===== src/rtl/mem_bus_arbiter.sv =====
`default_nettype none
// ============================================================================
// Module   : mem_bus_arbiter
// Purpose  : Two-master round-robin arbiter for the valid/ready memory bus
//            in front of the BRAM controller. Optional GRANT-phase timeout
//            is enabled by defining ARB_TIMEOUT_EN.
// Revision : 1.1 - TIMEOUT_CYCLES always declared
// ============================================================================
module mem_bus_arbiter #(
    parameter int          TIMEOUT_CYCLES = 64,
    parameter logic [31:0] ERR_RDATA      = 32'hDEADBEEF
) (
    input  logic        clk,
    input  logic        reset,
    input  logic        m0_valid,
    output logic        m0_ready,
    input  logic [31:0] m0_addr,
    input  logic [31:0] m0_wdata,
    input  logic [3:0]  m0_wstrb,
    output logic [31:0] m0_rdata,
    input  logic        m1_valid,
    output logic        m1_ready,
    input  logic [31:0] m1_addr,
    input  logic [31:0] m1_wdata,
    input  logic [3:0]  m1_wstrb,
    output logic [31:0] m1_rdata,
    output logic        s_valid,
    input  logic        s_ready,
    output logic [31:0] s_addr,
    output logic [31:0] s_wdata,
    output logic [3:0]  s_wstrb,
    input  logic [31:0] s_rdata,
    output logic        grant,
    output logic        busy,
    output logic        bus_err
);

    localparam logic [1:0] C_ST_IDLE    = 2'd0;
    localparam logic [1:0] C_ST_GRANT   = 2'd1;
    localparam logic [1:0] C_ST_RELEASE = 2'd2;

    logic [1:0] r_state;
    logic [1:0] w_state_next;
    logic       r_grant;
    logic       w_grant_next;
    logic       r_busy;
    logic       w_busy_next;
    logic       w_in_grant;
    logic       w_timeout_hit;
    logic       w_done;

    assign w_in_grant = (r_state == C_ST_GRANT);

`ifdef ARB_TIMEOUT_EN
    localparam int C_CNT_W = (TIMEOUT_CYCLES > 2) ? $clog2(TIMEOUT_CYCLES) : 1;
    localparam logic [C_CNT_W-1:0] C_CNT_LAST = C_CNT_W'(TIMEOUT_CYCLES - 1);

    logic [C_CNT_W-1:0] r_cnt;
    logic [C_CNT_W-1:0] w_cnt_next;
    logic               r_bus_err;
    logic               w_bus_err_next;

    assign w_timeout_hit = w_in_grant && !s_ready && (r_cnt == C_CNT_LAST);
    assign bus_err       = r_bus_err;

    always_comb begin
        w_cnt_next     = '0;
        w_bus_err_next = r_bus_err | w_timeout_hit;
        if (w_in_grant && !s_ready) w_cnt_next = r_cnt + 1'b1;
    end

    always_ff @(posedge clk) begin
        if (reset) begin
            r_cnt     <= '0;
            r_bus_err <= 1'b0;
        end else begin
            r_cnt     <= w_cnt_next;
            r_bus_err <= w_bus_err_next;
        end
    end
`else
    assign w_timeout_hit = 1'b0;
    assign bus_err       = 1'b0;
`endif

    assign w_done = w_in_grant && (s_ready || w_timeout_hit);

    always_comb begin
        w_state_next = r_state;
        w_grant_next = r_grant;
        case (r_state)
            C_ST_IDLE: begin
                if (m0_valid && m1_valid) begin
                    w_grant_next = ~r_grant;
                    w_state_next = C_ST_GRANT;
                end else if (m0_valid) begin
                    w_grant_next = 1'b0;
                    w_state_next = C_ST_GRANT;
                end else if (m1_valid) begin
                    w_grant_next = 1'b1;
                    w_state_next = C_ST_GRANT;
                end
            end
            C_ST_GRANT: begin
                if (w_done) w_state_next = C_ST_RELEASE;
            end
            C_ST_RELEASE: w_state_next = C_ST_IDLE;
            default:      w_state_next = C_ST_IDLE;
        endcase
        w_busy_next = (w_state_next != C_ST_IDLE);
    end

    always_ff @(posedge clk) begin
        if (reset) begin
            r_state <= C_ST_IDLE;
            r_grant <= 1'b1;
            r_busy  <= 1'b0;
        end else begin
            r_state <= w_state_next;
            r_grant <= w_grant_next;
            r_busy  <= w_busy_next;
        end
    end

    assign s_valid  = w_in_grant;
    assign s_addr   = r_grant ? m1_addr  : m0_addr;
    assign s_wdata  = r_grant ? m1_wdata : m0_wdata;
    assign s_wstrb  = w_in_grant ? (r_grant ? m1_wstrb : m0_wstrb) : 4'b0000;

    assign m0_ready = w_done && !r_grant;
    assign m1_ready = w_done && r_grant;
    assign m0_rdata = w_timeout_hit ? ERR_RDATA : s_rdata;
    assign m1_rdata = w_timeout_hit ? ERR_RDATA : s_rdata;

    assign grant    = r_grant;
    assign busy     = r_busy;

endmodule
`default_nettype wire


===== config.mk =====
export PLATFORM = sky130hd
export DESIGN_NAME = mem_bus_arbiter
export DESIGN_NICKNAME = d
export VERILOG_FILES = /design/src/rtl/mem_bus_arbiter.sv
export SDC_FILE = /design/constraint.sdc
export NUM_CORES = 1
export LEC_CHECK = 0
export ABC_AREA = 1
export CELL_PAD_IN_SITES_DETAIL_PLACEMENT = 1
export CELL_PAD_IN_SITES_GLOBAL_PLACEMENT = 2
export CORE_ASPECT_RATIO = 2
export CORE_MARGIN = 5
export CORE_UTILIZATION = 10
export CTS_CLUSTER_SIZE = 40
export DETAILED_ROUTE_END_ITERATION = 10
export PLACE_DENSITY_LB_ADDON = 0.1
export SLEW_MARGIN = 40
export SYNTH_ARGS = -nofsm -noshare
export SYNTH_HDL_FRONTEND = slang
export SYNTH_SLANG_ARGS = --single-unit

===== constraint.sdc =====
create_clock -name clk -period 1.85 [get_ports clk]
set_input_delay 0.185 -clock clk [delete_from_list [all_inputs] [get_ports clk]]
set_output_delay 0.185 -clock clk [all_outputs]
set_load 0.005 [all_outputs]

==> impl_metrics.env, run 1 <==
export IMPL_status="complete, no violations"
export IMPL_num_rows=64
export IMPL_nets=635
export IMPL_syn_nets=487
export IMPL_ys_ff_latch=4
export IMPL_power_density_mw_per_mm2=447
export IMPL_rrSetupSlack_ns=0.86
export IMPL_vdd_drop_max_v=0.000194
export IMPL_total_power_mw=1.61
export IMPL_synth_distinct_cells=11
export IMPL_drive_above_1_share=0.0326
export IMPL_r2r_end="grant"
export IMPL_period_minus_slack_ns=1.79
export IMPL_pre_cts_slack_ns=0.0658
export IMPL_numPortBuffers=213
export IMPL_htreeDepth=1
export IMPL_critPathLaunchType="flip-flop"
export IMPL_synthesis_area_mm2=0.00154
export IMPL_avgSynthCellArea_um2=4.89
export IMPL_grt_pass1_vias=2503
export IMPL_antennaDiodeCount=0
export IMPL_reg2reg_from="grant"
export IMPL_path_class="reg -> out"
export IMPL_core_mm2=0.0152
export IMPL_drtPass1Iterations=4
export IMPL_clock_root_buffer="clkbuf_16"
export IMPL_gp_congestion=0.743
export IMPL_placed_area_mm2=0.00342
export IMPL_start_util=0.101
export IMPL_path_clk_slew_ns=0.03
export IMPL_max_cap_violations=0
export IMPL_clock_skew_ns=0.00264
export IMPL_synthTopCellsByArea="nand2_1, buf_4, dfxtp_1"
export IMPL_routed_wl_mm=10.8
export IMPL_die_area_mm2=0.0181
export IMPL_syn_instance_count=314
export IMPL_clock_sinks=4
export IMPL_p_leak_nw=1.69
export IMPL_setup_viol=0
export IMPL_cp_endpoint="s_wstrb[3]"
export IMPL_yosys_mux_area_fraction=0
export IMPL_whs_ns=0.370
export IMPL_hold_path_class="in -> out"
export IMPL_endpoint_kind="primary output"
export IMPL_cts_tree="done"
export IMPL_rsz0062_at_grt="false"
export IMPL_die_h_um=185
export IMPL_pin_count=311
export IMPL_max_freq_ghz=0.560
export IMPL_synthAdderAreaFrac=0
export IMPL_fin_ws_ns=0.0631
export IMPL_cts_made_buffers=3
export IMPL_startpoint="grant"
export IMPL_clock_path_buffers=2
export IMPL_drt_iter0_drc=26
export IMPL_viasPerCell=3.55
export IMPL_grt_pass1_wl_mm=14.4
export IMPL_synth_xor_area_share=0
export IMPL_ys_warn_count=0
export IMPL_synth_top_cell_area_share=0.511
export IMPL_route_detailed_drc=0
export IMPL_overflow=0
export IMPL_yosysTopAreaCell="nand2_1"
export IMPL_grt_max_degree=45
export IMPL_dp_hpwl_mm=8.81
export IMPL_areaGrowthSynthToFinish_pct=134
export IMPL_maxSlewViolCount=0
export IMPL_arrival_ns=1.60
export IMPL_clock_latency_ns=0.23
export IMPL_wire_per_inst_um=16.4
export IMPL_die_w_um=97.7
export IMPL_hold_violations=0
export IMPL_vias=2339
export IMPL_synth_top_family_by_area="simple AND/OR/NAND/NOR gates"
export IMPL_ant_nets=0
export IMPL_postLayoutCellArea_mm2=0.00360
export IMPL_grt_total_usage=0.102
export IMPL_r2r_cells=4
export IMPL_finalCritPeriodShare=0.966
export IMPL_synth_compound_area_frac=0.0130
export IMPL_antenna_found_initial=0
export IMPL_synth_simple_area_share=0.531
export IMPL_crit_fanout=13
export IMPL_worst_endpoint_required_ns=1.66
export IMPL_synth_seq_area_share=0.0521
layout make-up:
cell class | count | area [um2]
clock buffers | 3 | 75.1
fillers | 1897 | 11600
inverters | 9 | 41.3
multi-input cells | 221 | 840
flip-flops and latches | 4 | 83.8
well taps | 198 | 248
repair buffers | 223 | 2310
registers in the layout (all words and copies together), names as in the netlist:
signal and count:
r_state 2, busy 1, grant 1
report_power, final:
| group | switching (mW) | internal [mW] |
|---|---|---|
| combinational | 0.421 | 0.739 |
| sequential | 0.0144 | 0.0961 |
| clock | 0.0631 | 0.276 |
| total | 0.498 | 1.11 |
Yosys cell counts (all sizes together):
library cell / count
buf: 80
nor2: 3
nand2: 209
nand3: 4
a21oi: 4
inv: 9
conb: 1
dfxtp: 4
stage by stage:
step                utilization  cells  setup TNS (ns)
floorplan                     -    314               0
global placement          0.225    651               0
detailed placement        0.225    651               0
CTS                       0.231    654        -0.00106
global route              0.237    658               0
finish                    0.237    658               0
worst min-delay path by stage:
stage	start	to	slack, ns	cells past startpoint
final	s_rdata[21]	m0_rdata[21]	0.37	0
after global routing	s_rdata[26]	m1_rdata[26]	0.37	0
after CTS	s_rdata[0]	m0_rdata[0]	0.37	0
after detailed placement	s_rdata[0]	m0_rdata[0]	0.37	0
after global placement	s_rdata[0]	m0_rdata[0]	0.37	0
after floorplan	reset	grant	0.32	2
logic make-up (layout without fill, tap and decap cells):
family	count (synthesis)	count (layout)
compound gates	4	4
other cells	1	1
simple gates	216	216
buf+inv	89	235
flops	4	4
worst max-delay path, cell delays in order, from the launching register on:
cell and delay (ns):
dfxtp_4 0.39, inv_8 0.11, buf_12 0.14, nand2_1 0.06
a21oi_1 0.11, clkdlybuf4s50_1 0.55
cells in the final DEF (no fill, tap or decap):
master | netlist | layout
nor2_1 | 3 | 3
clkdlybuf4s50_1 | 0 | 210
dfxtp_4 | 0 | 1
inv_1 | 8 | 8
a21oi_1 | 4 | 4
dfxtp_1 | 4 | 3
buf_2 | 11 | 1
inv_8 | 0 | 1
clkbuf_16 | 0 | 6
dlymetal6s2s_1 | 0 | 1
buf_12 | 0 | 3
dlygate4sd2_1 | 0 | 2
nand3_1 | 4 | 4
nand2_1 | 209 | 209
buf_16 | 0 | 1
conb_1 | 1 | 1
buf_4 | 67 | 2
metal layers:
layer	routed length, um	vias up	GRT usage
met5	0	-	0
met2	6740	123	0.228
li1	-	1155	-
met1	3050	1030	0.0804
met3	763	31	0.0264
met4	235	0	0.0349
what timing repair did:
action | in CTS | in global routing
cloned | 0 | 3
hold buffers | 0 | 0
setup endpoints to repair | 32 | 28
gates resized for setup | 6 | 4
setup buffers | 0 | 1
Note: power is estimated with default switching activity, not from simulation.
==> run 2, diff against run 1 <==
Settings changed: GPL_TIMING_DRIVEN set to 0.
==> run 2 against run 1 <==
Sequential cell count unchanged; critical path depth is 1 higher; die area did not move; first-iteration DRC count shrank 35%; design area rose by 32%; maximum frequency is 0.94% higher; setup slack gained 0.017 ns.
==> impl_metrics.env, run 2 (synthesis gave the netlist of run 1 again) <==
export IMPL_status="complete, no violations"
export IMPL_die_w_um=97.7
export IMPL_p_leak_nw=2.34
export IMPL_die_area_mm2=0.0181
export IMPL_finalSetupTns_ns=0
export IMPL_drtPass1Iterations=5
export IMPL_grt_pass1_wl_mm=16.7
export IMPL_path_clk_slew_ns=0.03
export IMPL_fillers=1913
export IMPL_numPortBuffers=277
export IMPL_gp_congestion=0.736
export IMPL_clock_skew_ns=0.00179
export IMPL_startpoint="grant"
export IMPL_use_met1=0.101
export IMPL_period_minus_slack_ns=1.77
export IMPL_grt_pass1_vias=3174
export IMPL_max_cap_violations=0
export IMPL_worstHoldStart="r_state[1]"
export IMPL_fin_ws_ns=0.0798
export IMPL_viasPerCell=3.65
export IMPL_regMostFlops="r_state"
export IMPL_clock_root_buffer="clkbuf_16"
export IMPL_power_density_mw_per_mm2=385
export IMPL_stdcell_count=800
export IMPL_clock_latency_ns=0.23
export IMPL_grt_max_degree=11
export IMPL_largest_reg_flops=2
export IMPL_cts_hold_fix_buffers=0
export IMPL_overflow=0
export IMPL_ant_nets=0
export IMPL_drive_above_1_share=0.156
export IMPL_areaGrowthSynthToFinish_pct=208
export IMPL_finalCritPeriodShare=0.957
export IMPL_pin_count=311
export IMPL_rsz0062_at_grt="true"
export IMPL_core_mm2=0.0152
export IMPL_die_h_um=185
export IMPL_start_util=0.101
export IMPL_htreeDepth=1
export IMPL_max_freq_ghz=0.565
export IMPL_grt_total_usage=0.116
export IMPL_use_met2=0.242
export IMPL_placed_area_mm2=0.00456
export IMPL_critPathLaunchType="flip-flop"
export IMPL_hold_violations=0
export IMPL_path_class="reg -> out"
export IMPL_layout_commonest_cell="clkdlybuf4s50_1"
export IMPL_crit_fanout=10
export IMPL_clock_path_buffers=2
export IMPL_placed_cells=789
export IMPL_dp_hpwl_mm=10.6
export IMPL_grtUsageMet3=0.0392
export IMPL_cts_tree="done"
export IMPL_setup_viol=0
export IMPL_vias=2916
export IMPL_num_rows=64
export IMPL_worst_endpoint_required_ns=1.66
export IMPL_final_cell_mix="clkdlybuf4s50_1, nand2_1, buf_4"
export IMPL_hold_path_class="reg -> reg"
export IMPL_endpoint_kind="primary output"
export IMPL_reg2reg_from="grant"
export IMPL_pre_cts_slack_ns=0.111
export IMPL_routed_wl_mm=11.6
export IMPL_postLayoutCellArea_mm2=0.00474
export IMPL_maxSlewViolCount=0
export IMPL_drt_iter0_drc=17
export IMPL_grt_busiest_layer="met2"
export IMPL_vdd_drop_max_v=0.000187
export IMPL_cts_made_buffers=3
export IMPL_antenna_found_initial=1
export IMPL_arrival_ns=1.59
export IMPL_nets=776
export IMPL_route_detailed_drc=0
export IMPL_wire_per_inst_um=14.5
export IMPL_clock_sinks=4
## run 2: cell types whose count changed in the layout (fill, tap and decap cells not counted), sizes merged
| cell | before | now |
|---|---|---|
| dlygate4sd2 | 2 | 14 |
| buf | 7 | 82 |
| diode | 0 | 1 |
| dlymetal6s2s | 1 | 6 |
| clkdlybuf4s50 | 210 | 257 |
| clkbuf | 6 | 8 |
## run 2: metal layers
metal,up-vias,share of wire
met5,-,0
met4,0,0.015
met3,10,0.099
met2,180,0.58
met1,1287,0.31
li1,1439,-
## run 2: timing repair
action	4_1_cts	5_1_grt
resized for setup	27	14
pin swaps	0	0
gates cloned	1	0
setup endpoints to repair	65	46
setup buffers	2	4
## run 2: report_power, final
part           leakage, nW  switching [mW]  total (mW)  internal [mW]
Combinational         2.27           0.470        1.38          0.910
Clock               0.0370          0.0668       0.344          0.277
Sequential          0.0330         0.00626       0.102         0.0960
Total                 2.34           0.543        1.83           1.28
## run 2: through the flow
stage,power (mW),util,hold slack (ns)
2_1_floorplan,0.544,-,0.317
3_3_place_gp,1.48,0.300,0.565
3_5_place_dp,1.50,0.300,0.577
4_1_cts,1.86,0.307,0.576
5_1_grt,1.97,0.311,0.610
6_report,1.83,0.311,0.562
## run 2: cell type report
type                    instances  area (um2)  area share
clock buffers                   3        75.1      0.0158
plain buffers                  80         621       0.131
diodes                          1        2.50    0.000528
inverters                       9        41.3     0.00872
flip-flops and latches          4        81.3      0.0172
well taps                     198         248      0.0523
multi-input cells             221         842       0.178
repair buffers                284        2830       0.597
## run 2: worst paths after layout
kind | end | slack (ns) | depth (start not counted)
hold / removal | grant | 0.56 | 3
setup / recovery | s_wdata[3] | 0.08 | 6
hold reg to reg | grant | 0.56 | 3
setup reg to reg | grant | 1.00 | 4
## run 2: worst max-delay path: stages, from the launching register on
cell and delay [ns]:
dfxtp_2 0.33, buf_6 0.14, inv_8 0.07, buf_4 0.16, nand2_1 0.06, nand2_1 0.09, clkdlybuf4s50_1 0.51
